$ cat config.mk
export PLATFORM = sky130hd
export DESIGN_NAME = parking_occupancy_ctrl
export DESIGN_NICKNAME = d
export VERILOG_FILES = /design/src/rtl/parking_occupancy_ctrl.sv
export SDC_FILE = /design/constraint.sdc
export NUM_CORES = 1
export LEC_CHECK = 0
export ABC_AREA = 1
export BUFFER_PORTS_ARGS = -buffer_cell sky130_fd_sc_hd__buf_4
export CAP_MARGIN = 20
export CORE_ASPECT_RATIO = 0.7
export CORE_MARGIN = 3
export CORE_UTILIZATION = 49
export DETAILED_ROUTE_END_ITERATION = 7
export PLACE_DENSITY = 0.77
export RECOVER_POWER = 100
export SYNTH_ARGS = -nofsm -noshare
export SYNTH_HDL_FRONTEND = slang
export SYNTH_SLANG_ARGS = --single-unit
$ cat constraint.sdc
create_clock -name clk -period 1.9 [get_ports clk]
set_clock_uncertainty 0.05 [all_clocks]
set_input_delay 0.19 -clock clk [delete_from_list [all_inputs] [get_ports clk]]
set_output_delay 0.19 -clock clk [all_outputs]
set_load 0.02 [all_outputs]
$ cat src/rtl/parking_occupancy_ctrl.sv
// parking_occupancy_ctrl: saturating lot occupancy counter with entry-barrier open/timeout/guard sequencing
// Ports:
//   clk, reset          clock; synchronous active-high reset
//   car_in, car_out     one-cycle pulses from the lane sensor FSM (entry / exit completed)
//   entry_req           level request for the entry barrier
//   gate_open           registered barrier-up command
//   count, full, empty  registered occupancy and its decodes
//   reject, timeout     one-cycle pulses: refused (lot full) / barrier closed with no car
//   err                 sticky over/underflow or tailgate flag, cleared only by reset
module parking_occupancy_ctrl #(
    parameter int CAPACITY     = 16,
    parameter int CNT_W        = 5,
    parameter int GATE_TIMEOUT = 100,
    parameter int GUARD_CYCLES = 4,
    parameter int TIMER_W      = 8
) (
    input  logic             clk,
    input  logic             reset,
    input  logic             car_in,
    input  logic             car_out,
    input  logic             entry_req,
    output logic             gate_open,
    output logic [CNT_W-1:0] count,
    output logic             full,
    output logic             empty,
    output logic             reject,
    output logic             timeout,
    output logic             err
);
    typedef enum logic [1:0] {IDLE, OPEN, GUARD} state_t;
    localparam logic [CNT_W-1:0]   CAP    = CNT_W'(CAPACITY);
    localparam logic [TIMER_W-1:0] T_LAST = TIMER_W'(GATE_TIMEOUT - 1);
    localparam logic [TIMER_W-1:0] G_LAST = TIMER_W'(GUARD_CYCLES - 1);
    state_t state, state_n;
    logic [TIMER_W-1:0] timer, timer_n;
    logic [CNT_W-1:0] count_n;
    logic reject_n, timeout_n, err_n, inc, dec;
    assign full  = count == CAP;
    assign empty = count == '0;
    assign inc   = car_in & !car_out;
    assign dec   = car_out & !car_in;
    always_comb begin
        state_n   = state;
        reject_n  = 1'b0;
        timeout_n = 1'b0;
        if (state == IDLE) begin
            state_n  = (entry_req & !full) ? OPEN : IDLE;
            reject_n = entry_req & full;
        end else if (state == OPEN) begin
            // a car in the final open cycle wins over the timeout
            state_n   = (car_in || timer == T_LAST) ? GUARD : OPEN;
            timeout_n = !car_in && timer == T_LAST;
        end else begin
            state_n = (timer == G_LAST) ? IDLE : GUARD;
        end
        timer_n = (state_n != state || state == IDLE) ? '0 : timer + 1'b1;
        count_n = (inc & !full) ? count + 1'b1 : (dec & !empty) ? count - 1'b1 : count;
        // tailgate: any car_in outside OPEN is counted but flagged
        err_n   = err | (inc & full) | (dec & empty) | (car_in & state != OPEN);
    end
    always_ff @(posedge clk) begin
        if (reset) begin
            state     <= IDLE;
            timer     <= '0;
            count     <= '0;
            gate_open <= 1'b0;
            reject    <= 1'b0;
            timeout   <= 1'b0;
            err       <= 1'b0;
        end else begin
            state     <= state_n;
            timer     <= timer_n;
            count     <= count_n;
            gate_open <= state_n == OPEN;
            reject    <= reject_n;
            timeout   <= timeout_n;
            err       <= err_n;
        end
    end
endmodule
* Yosys cells after proc, flatten, opt, wreduce, memory -nomap -nowiden *
Cells that the tools add are included.

storage, ports and cells
  register bits after elaboration = 19
  input port bits = 5
  output and inout port bits = 11
  word-level logic and storage cells = 51

operators by class
  add/subtract/negate cells = 3
  eq/ne operators = 7
  muxes and demuxes = 7
  bitwise operators = 14
  reduce and logical (&&, ||, !) cells = 13

operators with widths
  operator                                                                  count
  5-bit two-way mux                                                         2
  1-bit AND                                                                 9
  8-bit by 1-bit adder with 8-bit output (second input constant)            1
  8-bit by 2-bit == test with 1-bit output (second input constant)          1
  8-bit by 7-bit == test with 1-bit output (second input constant)          1
  2-bit two-way mux                                                         4
  5-bit by 1-bit adder with 5-bit output (second input constant)            1
  5-bit == test (second input constant)                                     1
  5-bit logical NOT                                                         1
  5-bit by 1-bit subtractor with 5-bit output (second input constant)       1
  2-bit by 1-bit == test with 1-bit output (second input constant)          2
  1-bit logical NOT                                                         4
  2-bit OR reduction                                                        2
  1-bit OR                                                                  3
  3-bit OR reduction                                                        1
  2-bit logical NOT                                                         1
  1-bit logical OR                                                          2
  2-bit by 1-bit inequality test with 1-bit output (second input constant)  1
  2-bit inequality test                                                     1
  1-bit inverter                                                            2
  2-bit nonzero test                                                        1
  1-bit logical AND                                                         1
  1-bit two-way mux                                                         1

* Longest topological paths before layout *
Gate-level depths: netlist of the first run.

  depth in word-level cells = 8
  mapped depth = 13
  mapped depth without buffers = 13

* Worst setup path before layout of the first run *
Ideal clock, no wire load.

  kind = register to register
  start point = register count[1]
  end point = register count[4]
  library setup time = 0.113 ns
  arrival = 1.762 ns
  data required time = 1.737 ns
  slack = -0.025 ns
  cell stages (with the launch flop) = 14
  buffers on the path = 0
  period minus slack after synthesis = 1.925 ns
  path through = dfxtp_1 > nor2_1 > nand3_2 > nand2_2 > inv_1 > fa_1 > nor2_1 > inv_1 > nand2_1 > nand2_1 > nand3_2 > nand2_1 > nand2_1 > nor2_1

on the way
  word-level cells in the longest chain between the ends = 4
  elaborated cells on any way between the ends = 11
  classes of those cells = 2 x add/sub; 1 x eq/ne; 2 x mux; 2 x bitwise; 4 x reduce/logical

ends and longest elaborated chain
  element                                                                                              line  RTL
  start: declaration                                                                                   23    output logic [CNT_W-1:0] count,
  start signal: assignment                                                                             73    count <= count_n;
  parallel branches: the longest is 4 deep, another holds 5-bit by 1-bit subtractor with 5-bit output  n/a

Several ways; the timed one is not identified. The select of a mux whose other input is x is not followed.
A chain may end at the register's enable or synchronous reset.

* Final worst setup path of the first run *
  start point = register count[0]
  end point = register count[4]

Same word-level chain as after synthesis.

==> metrics, run 1 <==
status=complete, no violations; Post-layout nets=164; antenna violations before repair=0; CTS Sinks=19; Fin Setup TNS=0 ns; Routed WL=1.97 mm; clock root buffer=clkbuf_4; All-Layer GR Usage=0.170; TritonRoute pass-1 iters=4; worst setup path start=count[0]$_SDFFE_PP0P_; WHS Path Cells=2; total gr overflow=0; post-DP HPWL=1.49 mm; crit path time final=1.77 ns; worst r2r path cells=13; Max IR drop VDD=0.681 mV; register area share after synthesis=0.381; Yosys reg bits=19; RR Endpoint=count[4]$_SDFFE_PP0P_; post-layout util=0.703; Reg2Reg Launch Point=count[0]$_SDFFE_PP0P_; die span in y=43.8 microns; Post-synth ARST share=0; CTS buffer count=3; area delta synth->final=22.6%; CTS max path bufs=2; first-pass GRT wire length=3.28 mm; Mapped Area=998 sq um; Synth Warn #=0; Max-Cap Viols=0; Die W=60.0 microns; Relative slew margins=0.804; WS Path Type=register to register; fin crit share=0.930; Arr. time, crit path=1.93 ns; critical path capture point=count[4]$_SDFFE_PP0P_; DRC=0; crit start category=register; Max Fclk=566 MHz; most instantiated cells after synthesis=inv_1, dfxtp_1, nand2_1, nor2_1, a21oi_1; layout cells sized above 1=0.255; PnR Total Power=0.00111 W; Critical Path RT=2.07 ns; via count=847; distinct cell type count after synthesis=24; htree depth=1; Antenna diodes=0; Yosys top cell by area=dfxtp_1; initial DRC count=17; number of placement rows=12; vias in the first global route=764; Leakage=0.538 nW; Mean Syn Cell Area=7.80 sq um; unrepaired setup endpoints after global routing=no; core region area=1740 sq um; clock latency at the later pin of the worst-skew pair=0.30 ns; worst-margin pin slew=0.294 ns; port buffer count=15; cell with the most instances after synthesis=inv_1; Hold Violations, Final=0; synthesized net count=138; Post-synth EDFFs=0; CP max FO=6; I/O pin count=16; WL/cell=11.3 microns; Die ar.=2620 sq um; reg-to-reg slack, setup=0.13 ns; vias per cell=4.87; clock-pin slew on the worst setup and hold paths=0.11 ns; CTS tree=done; GPL Wtd Cong=0.841; setup violators final=0; ys flop type=dfxtp_1; top-area cell type share of the netlist area=0.381; antenna-violating nets left=0; Synth area leaders=dfxtp_1, inv_1, xor2_1; final slew viol count=0; PD cells=905 nW/um^2; Initial Utilization=0.573; Mapped Cells=128; pin count of the biggest net entering global routing=11; Layout fillers=146; CP endpoint kind=register; hold crit path type=primary input to register
[cells in the final DEF (no fill, tap or decap), types with 4 or more instances in the layout]
cell and n:
o21ai_0 4, a21oi_1 9, nor2_4 4, nor2_2 5, inv_1 21, ha_1 4
clkbuf_1 9, nand2_1 16, xor2_1 7, nor2_1 12, nand3_1 7, dfxtp_1 17
buf_4 12
[cells by family (layout without fill, tap and decap cells)]
group	Yosys count	in the layout	share of synthesized area
XOR/XNOR	8	8	0.0702
AND/OR/NAND/NOR	59	59	0.320
flip-flops	19	19	0.381
buffers and inverters	23	48	0.0865
adder cells (fa/ha/maj)	5	5	0.0702
AO/OA/AOI/OAI	14	14	0.0727
[worst min-delay path by stage]
stage	start	endpoint	slack, ns
finish	car_in	timeout$_SDFF_PP0_	0.03
global route	car_in	timeout$_SDFF_PP0_	0.02
CTS	reset	gate_open$_SDFF_PP0_	0.005
detailed placement	reset	gate_open$_SDFF_PP0_	0.34
global placement	reset	state[0]$_SDFF_PP0_	0.33
floorplan	reset	gate_open$_SDFF_PP0_	0.21
[routing by layer]
layer | GRT usage | share of wire | wire, microns | vias to the layer above
li1 | - | - | - | 455
met1 | 0.222 | 0.51 | 1000 | 375
met2 | 0.265 | 0.43 | 845 | 15
met3 | 0.0625 | 0.055 | 109 | 2
met4 | 0.0398 | 0.0081 | 16 | 0
met5 | 0 | 0 | 0 | -
[where the power goes]
part	total [W]	leakage (nW)	switching [W]	internal, W
registers	0.000479	0.156	0.0000409	0.000438
logic	0.000422	0.367	0.000255	0.000168
clock network	0.000206	0.0150	0.000125	0.0000819
[worst max-delay path, cell delays in order (launching register included)]
cell     delay, ns
dfxtp_4       0.38
nor2_4        0.14
nand3_4       0.09
nand2_4       0.12
inv_1         0.07
fa_2          0.39
nor2_4        0.10
inv_1         0.04
nand2_1       0.05
nand2_1       0.06
nand3_2       0.08
nand2_1       0.05
nand2_1       0.05
nor2_1        0.04
[state kept, by name, indices dropped and copies added (netlist names)]
name and cells:
timer 8, count 5, state 2, err 1, gate_open 1, reject 1
timeout 1
[repair_timing]
action                                  CTS  global route
endpoints found under the hold margin     0             1
endpoints found under the setup margin    0             1
hold buffers                              0             1
buffers inserted                          0             2
resized for setup                         0             9
[cell type report]
type / count / area, sq um / share of cell area
Sequential cell: 19 / 385 / 0.315
Timing Repair Buffer: 21 / 130 / 0.106
Inverter: 23 / 86.3 / 0.0706
Clock buffer: 4 / 26.3 / 0.0215
Tap cell: 21 / 26.3 / 0.0215
Multi-Input combinational cell: 86 / 569 / 0.465
[per-stage QoR]
stage / instances / area, sq um / setup WS, ns / hold WS, ns
4_1_cts: 171 / 1200 / 0.0152 / 0.00541
6_report: 174 / 1220 / 0.133 / 0.0333
3_5_place_dp: 167 / 1170 / 0.0315 / 0.336
5_1_grt: 174 / 1220 / 0.00418 / 0.0155
3_3_place_gp: 167 / 1170 / 0.0653 / 0.334
2_1_floorplan: 128 / 1010 / 0.0232 / 0.209
Power figures use the tool's default switching activity.
==> inputs of run 2 (changes only) <==
--- a/config.mk
+++ b/config.mk
@@ -12,7 +12,7 @@
 export CORE_MARGIN = 3
 export CORE_UTILIZATION = 49
 export DETAILED_ROUTE_END_ITERATION = 7
-export PLACE_DENSITY = 0.77
+export PLACE_DENSITY = 0.81
 export RECOVER_POWER = 100
 export SYNTH_ARGS = -nofsm -noshare
 export SYNTH_HDL_FRONTEND = slang
==> metrics, run 2 (same netlist as run 1, synthesis figures left out) <==
unrepaired setup endpoints after global routing=no; Critical Path RT=2.06 ns; number of flip-flops in the largest register=8; Relative slew margins=0.799; Die W=60.0 microns; Hold Violations, Final=0; post-DP HPWL=1.64 mm; Top Registers=timer x8, count x5, state x2; pin count of the biggest net entering global routing=11; part of the power in registers=0.434; number of placement rows=12; via count=880; Routed WL=2.07 mm; GPL Wtd Cong=0.896; post-route cell area=1180 sq um; Post-layout nets=163; Internal=0.000670 W; CTS buffer count=3; clock root buffer=clkbuf_4; antenna-violating nets left=0; Sw Ratio=0.378; metal3 WL=162 microns; CP endpoint kind=register; commonest non-fill, non-tap cells in the layout=inv_1, dfxtp_1, nand2_1, nor2_1, buf_4; hold crit path type=primary input to register; I/O pin count=16; metal2 WL=939 microns; Max IR drop VDD=0.606 mV; clock-pin slew on the worst setup and hold paths=0.10 ns; All-Layer GR Usage=0.168; Die ar.=2620 sq um; vias per cell=5.09; status=complete, no violations; commonest non-fill, non-tap cell in the layout=inv_1; Fin Setup TNS=0 ns; initial DRC count=37; CTS tree=done; Initial Utilization=0.573; worst-margin pin slew=0.301 ns; antenna violations before repair=0; crit-path max cell delay=0.38 ns; Leakage=0.519 nW; PD cells=917 nW/um^2; Sw Pwr=0.000408 W; fin crit share=0.939; Top reg by flops=timer; Non-Filler Instances=173; port buffer count=15; Top Layer Used=met4; Worst path most repeated cell=nand2_1; total gr overflow=0; Logic pwr share=0.377; crit path time final=1.78 ns; die span in y=43.8 microns; clock power share=0.189; final slew viol count=0; Cell Chain, Critical Path=nor2_2, nand3_2, nand2_4, inv_1, fa_2, nor2_4, inv_1, nand2_1, nand2_1, nand3_2, nand2_1, nand2_1, nor2_1; first-pass GRT wire length=3.31 mm; htree depth=1; Crit-path slowest cell=fa_2; vias in the first global route=848; WS Path Type=register to register; setup violators final=0; Antenna diodes=0; area delta synth->final=17.8%; Arr. time, crit path=1.94 ns; CTS max path bufs=2; crit start category=register; layout cells sized above 1=0.224; clock latency at the later pin of the worst-skew pair=0.30 ns; Max Fclk=560 MHz; CP max FO=6; core region area=1740 sq um; CTS Sinks=19; placed inst area=1180 sq um; placed insts=168; Max-Cap Viols=0; M1 wire length=942 microns; TritonRoute pass-1 iters=4; DRC=0; WL/cell=11.9 microns
[run 2: per-layer routing]
metal  GRT usage  vias to the layer above
met5           0                        -
met1       0.205                      393
met4      0.0708                        0
met2       0.272                       29
li1            -                      452
met3      0.0536                        6
[run 2: path summary, 6_finish.rpt]
path,start,slack [ns],cells after the start,end
setup / recovery,count[2]$_SDFFE_PP0P_,0.12,13,count[4]$_SDFFE_PP0P_
setup reg to reg,count[2]$_SDFFE_PP0P_,0.12,13,count[4]$_SDFFE_PP0P_
hold reg to reg,timer[0]$_SDFF_PP0_,0.41,1,timer[0]$_SDFF_PP0_
hold / removal,reset,0.03,2,gate_open$_SDFF_PP0_
[run 2: area by class of cell]
| class | instances | area (sq um) |
|---|---|---|
| fill | 136 | 566 |
| multi-input combinational | 86 | 539 |
| sequential | 19 | 382 |
| timing repair buffer | 20 | 116 |
| inverter | 23 | 86.3 |
| clock buffer | 4 | 26.3 |
| tap | 21 | 26.3 |
[run 2: metrics by stage]
stage | setup WS (ns) | utilization | hold slack [ns] | power, W
floorplan | 0.0232 | - | 0.209 | 0.000745
global placement | 0.0890 | 0.676 | 0.338 | 0.000873
detailed placement | 0.0228 | 0.676 | 0.345 | 0.000884
CTS | 0.00358 | 0.691 | 0.0207 | 0.00109
global route | 0.000444 | 0.675 | 0.0130 | 0.00115
finish | 0.116 | 0.675 | 0.0262 | 0.00108
[run 2: repair_timing]
action	in CTS	in global routing
setup endpoints to repair	0	1
resized for setup	0	4
hold buffers	0	0
setup buffers	0	1
endpoints found under the hold margin	0	0
[run 2: critical path, delay by kind of cell, from the launching register on]
family                     cells  cell delay [ns]
and+or+nand+nor               10             0.83
adders and majority gates      1             0.38
DFF                            1             0.34
buffers and inverters          2             0.10
[run 2: power by group through the flow]
stage                     clock (W)  sequential [W]  combinational (W)
after global placement            0        0.000474           0.000399
after global routing       0.000233        0.000472           0.000448
after CTS                  0.000210        0.000467           0.000412
after floorplan                   0        0.000508           0.000237
after detailed placement          0        0.000476           0.000408
final                      0.000204        0.000468           0.000407
==> inputs of run 3 (changes only) <==
--- a/config.mk
+++ b/config.mk
@@ -5,7 +5,7 @@
 export SDC_FILE = /design/constraint.sdc
 export NUM_CORES = 1
 export LEC_CHECK = 0
-export ABC_AREA = 1
+export ABC_AREA = 0
 export BUFFER_PORTS_ARGS = -buffer_cell sky130_fd_sc_hd__buf_4
 export CAP_MARGIN = 20
 export CORE_ASPECT_RATIO = 0.7
==> constraint.sdc (replaced) <==
create_clock -name clk -period 1.9 [get_ports clk]
set_clock_uncertainty 0.05 [all_clocks]
set_input_delay 0.19 -clock clk [delete_from_list [all_inputs] [get_ports clk]]
set_output_delay 0.19 -clock clk [all_outputs]
set_load 0.01 [all_outputs]
==> metrics, run 3 <==
CTS max path bufs=2; unrepaired setup endpoints after global routing=yes; CTS Sinks=19; Sw Ratio=0.352; Internal=0.000806 W; Relative slew margins=0.767; htree depth=1; die span in y=44.1 microns; crit path time final=2.02 ns; antenna-violating nets left=0; core region area=1900 sq um; reg-to-reg slack, setup=-0.12 ns; Leakage=0.548 nW; GPL Wtd Cong=0.946; Post-synth EDFFs=0; via count=930; vias in the first global route=911; status=finished, violations left; clock root buffer=clkbuf_4; number of placement rows=13; Hold Violations, Final=0; final slew viol count=0; PD cells=918 nW/um^2; Hold Buf Count CTS=0; vias per cell=5.60; CTS tree=done; Yosys reg bits=19; antenna violations before repair=0; placed inst area=1250 sq um; Synth Warn #=0; Top reg by flops=timer; post-DP HPWL=1.67 mm; Antenna diodes=0; post-layout util=0.713; Initial Utilization=0.535; failing checks=setup timing; CTS buffer count=3; Max Fclk=494 MHz; part of the power in registers=0.375; All-Layer GR Usage=0.203; Mapped Cells=112; pre-CTS WS=-0.108 ns; Max IR drop VDD=0.566 mV; top-area cell type share of the netlist area=0.373; Critical Path RT=2.08 ns; synthesized net count=122; Routed WL=2.58 mm; placed insts=158; Die W=60.5 microns; Yosys top cell by area=dfxtp_1; clock power share=0.172; number of flip-flops in the largest register=8; clock-pin slew on the worst setup and hold paths=0.12 ns; register area share after synthesis=0.373; Max-Cap Viols=0; port buffer count=15; Arr. time, crit path=2.21 ns; Top Registers=timer x8, count x5, state x2; Fin Setup TNS=-0.294 ns; Sw Pwr=0.000438 W; DRC=0; Mapped Area=1020 sq um; hold crit path type=primary input to register; worst-margin pin slew=0.348 ns; Synth area leaders=dfxtp_1, nor2_2, ha_1; most instantiated cells after synthesis=dfxtp_1, nor2_1, nor2_2, nand2_1; post-route cell area=1360 sq um; commonest non-fill, non-tap cells in the layout=buf_4, dfxtp_1, nor2_2, nor2_1, nand2_1; cell with the most instances after synthesis=dfxtp_1; commonest non-fill, non-tap cell in the layout=buf_4; TritonRoute pass-1 iters=4; PnR worst setup slack=-0.125 ns; I/O pin count=16; total gr overflow=0; CP max FO=3; Post-synth ARST share=0; Mean Syn Cell Area=9.09 sq um; WS Path Type=register to register; layout cells sized above 1=0.424; CP endpoint kind=register; initial DRC count=45; distinct cell type count after synthesis=34; setup violators final=3; Die ar.=2670 sq um; first-pass GRT wire length=4.11 mm; fin crit share=1.07; pin count of the biggest net entering global routing=14; Logic pwr share=0.453; ys flop type=dfxtp_1; Non-Filler Instances=166; Post-layout nets=155; area delta synth->final=33.2%; crit start category=register; clock latency at the later pin of the worst-skew pair=0.30 ns; WL/cell=15.5 microns
[run 3: path summary, 6_finish.rpt]
check,startpoint,end,depth (start not counted)
max,count[0]$_SDFFE_PP0P_,count[2]$_SDFFE_PP0P_,9
min,entry_req,reject$_SDFF_PP0_,3
max reg2reg,count[0]$_SDFFE_PP0P_,count[2]$_SDFFE_PP0P_,9
min reg2reg,err$_SDFF_PP0_,err$_SDFF_PP0_,2
[run 3: logic make-up after synthesis]
family,synth area share
AO/OA/AOI/OAI,0.157
XOR/XNOR,0.0602
adder cells (fa/ha/maj),0.0688
buffers and inverters,0.0258
flip-flops,0.373
multiplexers,0.0221
AND/OR/NAND/NOR,0.292
[run 3: power by group through the flow]
stage          logic [W]  registers, W  clock network, W
5_1_grt         0.000615      0.000470          0.000231
4_1_cts         0.000519      0.000464          0.000211
6_report        0.000564      0.000466          0.000214
2_1_floorplan   0.000245      0.000504                 0
3_3_place_gp    0.000458      0.000471                 0
3_5_place_dp    0.000469      0.000473                 0
[run 3: stage by stage]
stage	hold WS [ns]	power, W
final	0.0676	0.00124
after global routing	0.0914	0.00132
after global placement	0.383	0.000930
after CTS	0.0650	0.00119
after detailed placement	0.391	0.000941
after floorplan	0.218	0.000749
[run 3: layout make-up]
cell class	count	area [sq um]
Inverter	6	22.5
Clock buffer	4	26.3
Fill cell	150	547
Multi-Input combinational cell	86	693
Timing Repair Buffer	29	203
Tap cell	22	27.5
Sequential cell	19	384
[run 3: what timing repair did]
action / 4_1_cts / 5_1_grt
resized for setup: 8 / 5
buffers inserted: 1 / 3
pin swaps: 2 / 6
endpoints found under the setup margin: 3 / 13
[run 3: worst max-delay path: stages (launching register included)]
cell	delay, ns
dfxtp_2	0.35
nor4_4	0.31
a21o_1	0.22
inv_2	0.06
fa_2	0.34
buf_4	0.14
buf_4	0.13
xnor2_2	0.15
o21ai_1	0.09
a21oi_1	0.12
[run 3: metal layers]
| layer | vias up | part of all wire | GRT usage |
|---|---|---|---|
| met5 | - | 0 | 0 |
| met3 | 4 | 0.057 | 0.0729 |
| met1 | 435 | 0.48 | 0.271 |
| met4 | 0 | 0.0097 | 0.0476 |
| li1 | 460 | - | - |
| met2 | 31 | 0.46 | 0.317 |
